`src/rtl/ctrl_pkg.sv`:
```
// Shared opcode/ALUOp encodings and the packed control bundle for the ID-stage decoder.
package ctrl_pkg;

   localparam logic [6:0] OP_R     = 7'b0110011;
   localparam logic [6:0] OP_I     = 7'b0010011;
   localparam logic [6:0] OP_LOAD  = 7'b0000011;
   localparam logic [6:0] OP_STORE = 7'b0100011;
   localparam logic [6:0] OP_BR    = 7'b1100011;
   localparam logic [6:0] OP_JAL   = 7'b1101111;
   localparam logic [6:0] OP_JALR  = 7'b1100111;

   localparam logic [1:0] ALUOP_ADD   = 2'b00;
   localparam logic [1:0] ALUOP_BR    = 2'b01;
   localparam logic [1:0] ALUOP_FUNCT = 2'b10;

   typedef struct packed {
      logic       alu_src;
      logic       reg_write;
      logic       branch;
      logic       jump;
      logic       mem_read;
      logic       mem_write;
      logic       mem_to_reg;
      logic [1:0] alu_op;
      logic       illegal;
   } ctrl_t;

   localparam int CTRL_W = $bits(ctrl_t);

   // Only these formats carry a real rs2; others reuse those bits as immediate.
   function automatic logic uses_rs2(input logic [6:0] op);
      return (op == OP_R) || (op == OP_STORE) || (op == OP_BR);
   endfunction

endpackage

```
`src/rtl/ctrl_decode_comb.sv`:
```
// Pure opcode -> control-bundle table; no state.
// RegWrite is suppressed for rd==x0 so downstream never needs to special-case it.
module ctrl_decode_comb
   import ctrl_pkg::*;
#(
   parameter bit ENABLE_JUMP = 1'b1
)(
   input  logic [6:0]        opcode,
   input  logic [4:0]        rd,
   output logic [CTRL_W-1:0] ctrl
);

   ctrl_t c;

   always_comb begin
      c = '0;
      case (opcode)
         OP_R: begin
            c.reg_write = 1'b1;
            c.alu_op    = ALUOP_FUNCT;
         end
         OP_I: begin
            c.alu_src   = 1'b1;
            c.reg_write = 1'b1;
            c.alu_op    = ALUOP_FUNCT;
         end
         OP_LOAD: begin
            c.alu_src    = 1'b1;
            c.reg_write  = 1'b1;
            c.mem_read   = 1'b1;
            c.mem_to_reg = 1'b1;
            c.alu_op     = ALUOP_ADD;
         end
         OP_STORE: begin
            c.alu_src   = 1'b1;
            c.mem_write = 1'b1;
            c.alu_op    = ALUOP_ADD;
         end
         OP_BR: begin
            c.branch = 1'b1;
            c.alu_op = ALUOP_BR;
         end
         OP_JAL: begin
            if (ENABLE_JUMP) begin
               c.reg_write = 1'b1;
               c.jump      = 1'b1;
            end else begin
               c.illegal = 1'b1;
            end
         end
         OP_JALR: begin
            if (ENABLE_JUMP) begin
               c.alu_src   = 1'b1;
               c.reg_write = 1'b1;
               c.jump      = 1'b1;
            end else begin
               c.illegal = 1'b1;
            end
         end
         default: c.illegal = 1'b1;
      endcase
      if (rd == 5'd0) c.reg_write = 1'b0;
   end

   assign ctrl = c;

endmodule

```
`src/rtl/ctrl_decode_stage.sv`:
```
// RV32I ID stage: decodes control and latches it with operand fields into ID/EX (1-cycle latency).
// Holds while EX is not ready; a load-use pair costs one bubble; flush drops stage and input.
module ctrl_decode_stage
   import ctrl_pkg::*;
#(
   parameter int PC_W        = 32,
   parameter bit ENABLE_JUMP = 1'b1,
   parameter bit HAZARD_EN   = 1'b1,
   parameter int ILL_CNT_W   = 8
)(
   input  logic                 clk_i,
   input  logic                 rst_i,
   input  logic                 in_valid_i,
   output logic                 in_ready_o,
   input  logic [31:0]          instr_i,
   input  logic [PC_W-1:0]      pc_i,
   input  logic                 flush_i,
   output logic                 out_valid_o,
   input  logic                 out_ready_i,
   output logic [PC_W-1:0]      pc_o,
   output logic [4:0]           rs1_o,
   output logic [4:0]           rs2_o,
   output logic [4:0]           rd_o,
   output logic [2:0]           funct3_o,
   output logic                 funct7b5_o,
   output logic                 ALUSrc_o,
   output logic                 RegWrite_o,
   output logic                 Branch_o,
   output logic                 Jump_o,
   output logic                 MemRead_o,
   output logic                 MemWrite_o,
   output logic                 MemtoReg_o,
   output logic [1:0]           ALUOp_o,
   output logic                 illegal_o,
   output logic                 stall_o,
   output logic [ILL_CNT_W-1:0] ill_cnt_o
);

   logic [6:0] opcode;
   logic [4:0] rs1, rs2, rd;
   ctrl_t      dec;
   ctrl_t      ctrl_q;
   logic       advance;
   logic       hazard;
   logic       unused_instr;

   assign opcode       = instr_i[6:0];
   assign rd           = instr_i[11:7];
   assign rs1          = instr_i[19:15];
   assign rs2          = instr_i[24:20];
   assign unused_instr = &{1'b0, instr_i[31], instr_i[29:25]};

   ctrl_decode_comb #(.ENABLE_JUMP(ENABLE_JUMP)) u_dec (
      .opcode (opcode),
      .rd     (rd),
      .ctrl   (dec)
   );

   assign advance = !out_valid_o || out_ready_i;

   // ctrl_q is cleared whenever the entry goes invalid, so MemRead_o implies a live load.
   assign hazard = HAZARD_EN && in_valid_i && out_valid_o && MemRead_o && (rd_o != 5'd0) &&
                   ((rd_o == rs1) || ((rd_o == rs2) && uses_rs2(opcode)));

   assign in_ready_o = flush_i || (advance && !hazard);
   assign stall_o    = hazard && advance && !flush_i;

   always_ff @(posedge clk_i) begin
      if (rst_i) begin
         out_valid_o <= 1'b0;
         ctrl_q      <= '0;
         pc_o        <= '0;
         rs1_o       <= '0;
         rs2_o       <= '0;
         rd_o        <= '0;
         funct3_o    <= '0;
         funct7b5_o  <= 1'b0;
         ill_cnt_o   <= '0;
      end else if (flush_i) begin
         out_valid_o <= 1'b0;
         ctrl_q      <= '0;
      end else if (hazard) begin
         if (advance) begin
            out_valid_o <= 1'b0;
            ctrl_q      <= '0;
         end
      end else if (advance) begin
         if (in_valid_i) begin
            out_valid_o <= 1'b1;
            ctrl_q      <= dec;
            pc_o        <= pc_i;
            rs1_o       <= rs1;
            rs2_o       <= rs2;
            rd_o        <= rd;
            funct3_o    <= instr_i[14:12];
            funct7b5_o  <= instr_i[30];
            if (dec.illegal && (ill_cnt_o != {ILL_CNT_W{1'b1}}))
               ill_cnt_o <= ill_cnt_o + {{(ILL_CNT_W-1){1'b0}}, 1'b1};
         end else begin
            out_valid_o <= 1'b0;
            ctrl_q      <= '0;
         end
      end
   end

   assign ALUSrc_o   = ctrl_q.alu_src;
   assign RegWrite_o = ctrl_q.reg_write;
   assign Branch_o   = ctrl_q.branch;
   assign Jump_o     = ctrl_q.jump;
   assign MemRead_o  = ctrl_q.mem_read;
   assign MemWrite_o = ctrl_q.mem_write;
   assign MemtoReg_o = ctrl_q.mem_to_reg;
   assign ALUOp_o    = ctrl_q.alu_op;
   assign illegal_o  = ctrl_q.illegal;

endmodule
```
`config.mk`:
```
export PLATFORM = sky130hd
export DESIGN_NAME = ctrl_decode_stage
export DESIGN_NICKNAME = d
export VERILOG_FILES = /design/src/rtl/ctrl_pkg.sv /design/src/rtl/ctrl_decode_comb.sv /design/src/rtl/ctrl_decode_stage.sv
export SDC_FILE = /design/constraint.sdc
export NUM_CORES = 1
export LEC_CHECK = 0
export ABC_CLOCK_PERIOD_IN_PS = 6200
export CAP_MARGIN = 5
export CORE_UTILIZATION = 45
export CTS_CLUSTER_DIAMETER = 150
export DETAILED_ROUTE_END_ITERATION = 8
export GPL_ROUTABILITY_DRIVEN = 0
export PLACE_DENSITY = 0.85
export SKIP_CTS_REPAIR_TIMING = 1
export SLEW_MARGIN = 15
export SYNTH_ARGS = -nofsm -noshare
export SYNTH_HDL_FRONTEND = slang
export SYNTH_SLANG_ARGS = --single-unit
```
`constraint.sdc`:
```
create_clock -name clk_i -period 6.2 [get_ports clk_i]
set_input_delay 1.24 -clock clk_i [delete_from_list [all_inputs] [get_ports clk_i]]
set_output_delay 1.24 -clock clk_i [all_outputs]
set_load 0.01 [all_outputs]
```
==> results of run 1 <==
## registers in the layout, summed over array words and instances, names as in the netlist, 2 cells and up
register and flops:
ALUOp_o 2, funct3_o 3, ill_cnt_o 8, pc_o 32, rd_o 5, rs1_o 5
rs2_o 5
## cell families (layout without fill, tap and decap cells)
group	Yosys count	count (layout)	share of synthesized area, %
fa+ha+maj	1	1	0.396
flops	68	68	43.1
compound gates	124	124	21.3
xor+xnor	9	9	2.49
simple gates	117	117	26.0
buf+inv	34	154	5.03
mux	5	5	1.78
## per-layer routing
metal  wire [um]  part of all wire [%]  up-vias  global-route usage, %
li1            -                     -     1525                      -
met1        3790                    45     1388                   30.0
met2        3890                    46      111                   36.1
met3         515                   6.1       16                   4.04
met4         191                   2.3        0                   10.2
met5           0                     0        -                      0
## critical path: stages
cell             delay, ps
clkdlybuf4s50_1        450
and4bb_1               330
nand3_1                 90
or4_4                  450
a21oi_4                190
and2_1                 140
clkdlybuf4s50_1        530
## cell type report
class	count	area, sq um
multi-input cells	256	1640
clock inverters	4	47.5
flip-flops and latches	68	1360
clock buffers	12	155
repair buffers	137	1360
fillers	568	2100
well taps	96	120
inverters	1	3.75
## cells in the final DEF, fill, tap and decap left out, drive strengths merged, types with 2 or more instances in the layout
| master | netlist | layout |
|---|---|---|
| a21oi | 55 | 55 |
| a22o | 2 | 2 |
| and2 | 2 | 2 |
| and3 | 3 | 3 |
| buf | 5 | 4 |
| clkbuf | 28 | 12 |
| clkdlybuf4s50 | 0 | 133 |
| clkinv | 0 | 2 |
| dfxtp | 68 | 68 |
| mux2 | 5 | 5 |
| nand2 | 15 | 15 |
| nand2b | 5 | 5 |
| nand3 | 5 | 5 |
| nand4 | 2 | 2 |
| nor2 | 6 | 6 |
| nor2b | 7 | 7 |
| nor3 | 7 | 7 |
| nor3b | 2 | 2 |
| o21ai | 58 | 58 |
| o31ai | 4 | 4 |
| or2 | 2 | 2 |
| or3 | 2 | 2 |
| or3b | 52 | 52 |
| or4 | 4 | 4 |
| xnor2 | 4 | 4 |
| xor2 | 5 | 5 |
## power by group through the flow
stage	Sequential [mW]	Clock, mW	Combinational [mW]
2_1_floorplan	0.480	0	0.0527
3_3_place_gp	0.472	0	0.141
3_5_place_dp	0.474	0	0.144
4_1_cts	0.463	0.382	0.145
5_1_grt	0.465	0.401	0.157
6_report	0.463	0.374	0.145
## path summary, 6_finish.rpt
path	startpoint	end	slack, ps	cells past startpoint
hold / removal	RegWrite_o$_SDFFE_PP0N_	RegWrite_o$_SDFFE_PP0N_	460	2
setup reg to reg	rd_o[2]$_SDFFE_PP0P_	ALUOp_o[1]$_SDFFE_PP0N_	3500	7
hold reg to reg	RegWrite_o$_SDFFE_PP0N_	RegWrite_o$_SDFFE_PP0N_	460	2
setup / recovery	instr_i[2]	stall_o	1530	7
## per-stage QoR
stage | hold slack (ps) | total power, mW
after floorplan | 477 | 0.533
after global placement | 438 | 0.614
after detailed placement | 439 | 0.618
after CTS | 457 | 0.991
after global routing | 488 | 1.02
final | 455 | 0.982
==> results.json, run 1 <==
{
  "drc_errors": 0,
  "synth_common_cells": "dfxtp_1, o21ai_0, a21oi_1",
  "fin_nets": 543,
  "clkSlewWorstSetupHoldPaths_ps": 80,
  "cts_tree": "built",
  "final-setup-viol-count": 0,
  "grt_pass1_vias": 2802,
  "max_freq_mhz": 214,
  "syn_nets": 428,
  "switchingPower_mw": 0.235,
  "fin_tns_setup_ps": 0,
  "p_leak_nw": 1.62,
  "grt_use_total_pct": 22.6,
  "p_sw_share_pct": 23.9,
  "fin_skew_ps": 10.7,
  "chipWidth_um": 85.8,
  "htree_levels": 3,
  "clk_path_buf_depth": 2,
  "dieArea_sq_um": 7370,
  "via_per_inst": 5.30,
  "drtIter0Drc": 142,
  "pwr-share-seq_pct": 47.2,
  "rows": 30,
  "cp-end-kind": "primary output",
  "grt_pass1_wl_mm": 13.2,
  "synth_cell_type_count": 40,
  "final_cells": 574,
  "maxCapViolations": 0,
  "clockRootBuffer": "clkbuf_8",
  "synth.ff_latch_count": 68,
  "synth_most_common_cell": "dfxtp_1",
  "crit_type": "input port to primary output",
  "routed_wirelength_mm": 8.39,
  "clock-sinks": 68,
  "post-route-period-util_pct": 75.3,
  "yosysTopAreaCellShare_pct": 43.1,
  "dp.cells": 558,
  "intPower_mw": 0.748,
  "slew_headroom_pct": 42.6,
  "ys.warnings.count": 0,
  "die_h_um": 85.8,
  "finalCriticalPeriod_ps": 4670,
  "async_flop_share_pct": 0,
  "hold_viol_final": 0,
  "worst_pin_slew_ps": 861,
  "netlist_area_sq_um": 3160,
  "grt_max_degree": 117,
  "dp_slack_ps": 1540,
  "vias": 3040,
  "antenna_found_initial": 0,
  "synth_edf_count": 0,
  "syn_to_final_growth_pct": 48.4,
  "layout-drive-gt1-share_pct": 13.0,
  "synth-seq-area-share_pct": 43.1,
  "p_per_area_nw_per_um2": 209,
  "rsz0062_at_grt": "false",
  "grt_overflow": 0,
  "initial_core_util_pct": 46.5,
  "dp_hpwl_mm": 5.49,
  "worstPathArrival_ps": 3430,
  "synthTopCellsByArea": "dfxtp_1, o21ai_0, or3b_2, a21oi_1, or3b_1",
  "worst_slack_ps": 1530,
  "firstDrtPassIters": 4,
  "slew_violations": 0,
  "syn_inst": 358,
  "diodes": 0,
  "core_area_sq_um": 6790,
  "crit_fanout": 4,
  "final_util_pct": 69.0,
  "placed_area_sq_um": 4490,
  "critPathLaunchType": "input port",
  "final_area_sq_um": 4690,
  "synthFlopType": "dfxtp_1",
  "syn_avg_cell_area_sq_um": 8.83,
  "io_pins": 141,
  "routedWlPerCell_um": 14.6,
  "power_frac_comb_pct": 14.8,
  "outcome": "finished, final reports clean",
  "pwr-share-clk_pct": 38.1,
  "synth_top_area_cell": "dfxtp_1",
  "ant_nets": 0,
  "cp.required_ps": 4960,
  "insertion_delay_ps": 340,
  "hold_class": "flop to flop",
  "irDropWorstVdd_v": 0.000113,
  "port_buffers": 134,
  "cts_buffers": 9
}
Power figures use the tool's default switching activity.
==> run 2, diff against run 1 <==
--- a/config.mk
+++ b/config.mk
@@ -5,13 +5,13 @@
 export SDC_FILE = /design/constraint.sdc
 export NUM_CORES = 1
 export LEC_CHECK = 0
-export ABC_CLOCK_PERIOD_IN_PS = 6200
+export ABC_CLOCK_PERIOD_IN_PS = 4500
 export CAP_MARGIN = 5
-export CORE_UTILIZATION = 45
+export CORE_UTILIZATION = 42
 export CTS_CLUSTER_DIAMETER = 150
 export DETAILED_ROUTE_END_ITERATION = 8
 export GPL_ROUTABILITY_DRIVEN = 0
-export PLACE_DENSITY = 0.85
+export PLACE_DENSITY = 0.8
 export SKIP_CTS_REPAIR_TIMING = 1
 export SLEW_MARGIN = 15
 export SYNTH_ARGS = -nofsm -noshare
==> constraint.sdc (replaced) <==
create_clock -name clk_i -period 4.5 [get_ports clk_i]
set_input_delay 0.9 -clock clk_i [delete_from_list [all_inputs] [get_ports clk_i]]
set_output_delay 0.9 -clock clk_i [all_outputs]
set_load 0.01 [all_outputs]
==> run 2 against run 1 <==
  * Worst hold slack better by 2.1 ps
  * Final area decreased by 0.16%
  * Routed wire length is 1.7% higher
  * Core utilization shrank 4.5 points
  * Non-clock buffer count increased by 1
  * Clock power up 28%
  * Power up 34%
  * Combinational power rose by 39%
  * Critical path depth unchanged
  * Final cell count grew 0.52%
  * Register-to-register slack got worse by 1700 ps
  * Clock skew increased by 0.92 ps
  * Critical endpoint unchanged
  * Highest routed layer unchanged
==> results.json, run 2 (synthesized netlist as in run 1, its figures left out) <==
{
  "outcome": "finished, final reports clean",
  "post-route-period-util_pct": 88.5,
  "rr_endpoint": "ALUOp_o[1]$_SDFFE_PP0N_",
  "syn_to_final_growth_pct": 48.1,
  "finalCriticalPeriod_ps": 3980,
  "clockRootBuffer": "clkbuf_8",
  "p_per_area_nw_per_um2": 282,
  "irDropWorstVdd_v": 0.000182,
  "largest_register_ffs": 32,
  "ant_nets": 0,
  "final_cell_mix": "clkdlybuf4s50_1, dfxtp_1, o21ai_0, a21oi_1, or3b_2",
  "grt_use_total_pct": 21.1,
  "chipWidth_um": 88.8,
  "largest_registers": "pc_o: 32 flops, ill_cnt_o: 8 flops",
  "r2r-start": "rd_o[2]$_SDFFE_PP0P_",
  "worst_pin_slew_ps": 883,
  "min_to": "MemWrite_o$_SDFFE_PP0N_",
  "regMostFlops": "pc_o",
  "p_sw_share_pct": 23.1,
  "drtIter0Drc": 108,
  "dp.cells": 562,
  "fin_skew_ps": 11.6,
  "insertion_delay_ps": 330,
  "routed_wirelength_mm": 8.53,
  "grt_overflow": 0,
  "holdPathStages": 2,
  "firstDrtPassIters": 4,
  "reg2regPathDepth": 7,
  "htree_levels": 3,
  "initial_core_util_pct": 43.6,
  "hp-start": "MemWrite_o$_SDFFE_PP0N_",
  "grt_pass1_wl_mm": 12.9,
  "hold_viol_final": 0,
  "dp_hpwl_mm": 5.86,
  "vias": 3074,
  "pwr-share-seq_pct": 48.4,
  "dieArea_sq_um": 7880,
  "crit_type": "input port to primary output",
  "via_per_inst": 5.33,
  "cp.required_ps": 3600,
  "grt_pass1_vias": 2791,
  "p_leak_nw": 1.61,
  "maxCapViolations": 0,
  "intPower_mw": 1.01,
  "grt_max_degree": 117,
  "port_buffers": 134,
  "slew_violations": 0,
  "rsz0062_at_grt": "false",
  "pwr-share-clk_pct": 36.3,
  "routedWlPerCell_um": 14.8,
  "diodes": 0,
  "switchingPower_mw": 0.304,
  "final_cells": 577,
  "layout-drive-gt1-share_pct": 12.6,
  "cts_buffers": 9,
  "final_util_pct": 64.6,
  "fin_tns_setup_ps": 0,
  "worstPathArrival_ps": 3080,
  "io_pins": 141,
  "critPathLaunchType": "input port",
  "drc_errors": 0,
  "mostFrequentLayoutCell": "clkdlybuf4s50_1",
  "r2r_setup_slack_ps": 1760,
  "cts_tree": "built",
  "hold_class": "flop to flop",
  "fin_nets": 544,
  "cp-end-kind": "primary output",
  "core_area_sq_um": 7250,
  "crit_fanout": 3,
  "rows": 31,
  "die_h_um": 88.8,
  "max_freq_mhz": 251,
  "clkSlewWorstSetupHoldPaths_ps": 70,
  "slew_headroom_pct": 41.1,
  "antenna_found_initial": 0,
  "power_frac_comb_pct": 15.3,
  "clock-sinks": 68,
  "clk_path_buf_depth": 2,
  "final-setup-viol-count": 0
}
[run 2: cell type report]
class                      count  area, sq um
timing repair buffer         138         1370
multi-input combinational    256         1640
sequential                    68         1360
clock inverter                 2         35.0
fill                         625         2570
clock buffer                  13          149
tap                           99          124
inverter                       1         3.75
[run 2: worst max path at each step]
stage                   end  startpoint
floorplan           stall_o  instr_i[3]
global placement    stall_o  instr_i[2]
detailed placement  stall_o  instr_i[3]
CTS                 stall_o  instr_i[3]
global route        stall_o  instr_i[2]
finish              stall_o  instr_i[3]
[run 2: critical path: stages]
cell and delay, ps:
clkdlybuf4s50_1 440, and4bb_1 320, nand3_1 90, or4_4 450, a21oi_4 200, and2_1 150
clkdlybuf4s50_1 540
[run 2: metal layers]
metal	GRT usage [%]	vias up	share of wire, %
met3	5.97	7	8.0
met2	34.5	104	46
met4	7.18	0	0.94
met1	26.8	1441	45
li1	-	1522	-
met5	0	-	0
[run 2: power groups by stage]
stage	Sequential [mW]	Clock [mW]	Combinational (mW)
3_3_place_gp	0.651	0	0.197
5_1_grt	0.641	0.515	0.218
4_1_cts	0.638	0.491	0.203
6_report	0.638	0.479	0.202
2_1_floorplan	0.661	0	0.0726
3_5_place_dp	0.652	0	0.201
[run 2: through the flow]
stage	hold slack (ps)	worst slack, ps	power, mW	area, sq um
after global placement	440	558	0.848	4500
after CTS	461	535	1.33	4680
final	458	515	1.32	4680
after detailed placement	446	552	0.853	4500
after floorplan	477	1260	0.734	3160
after global routing	488	441	1.37	4680
==> run 3, diff against run 2 <==
--- a/config.mk
+++ b/config.mk
@@ -6,14 +6,13 @@
 export NUM_CORES = 1
 export LEC_CHECK = 0
 export ABC_CLOCK_PERIOD_IN_PS = 4500
-export CAP_MARGIN = 5
+export CAP_MARGIN = 15
 export CORE_UTILIZATION = 42
 export CTS_CLUSTER_DIAMETER = 150
 export DETAILED_ROUTE_END_ITERATION = 8
 export GPL_ROUTABILITY_DRIVEN = 0
 export PLACE_DENSITY = 0.8
 export SKIP_CTS_REPAIR_TIMING = 1
-export SLEW_MARGIN = 15
 export SYNTH_ARGS = -nofsm -noshare
 export SYNTH_HDL_FRONTEND = slang
 export SYNTH_SLANG_ARGS = --single-unit
==> results of run 3 <==
Final layout, timing and power as in run 2 (identical DEF).
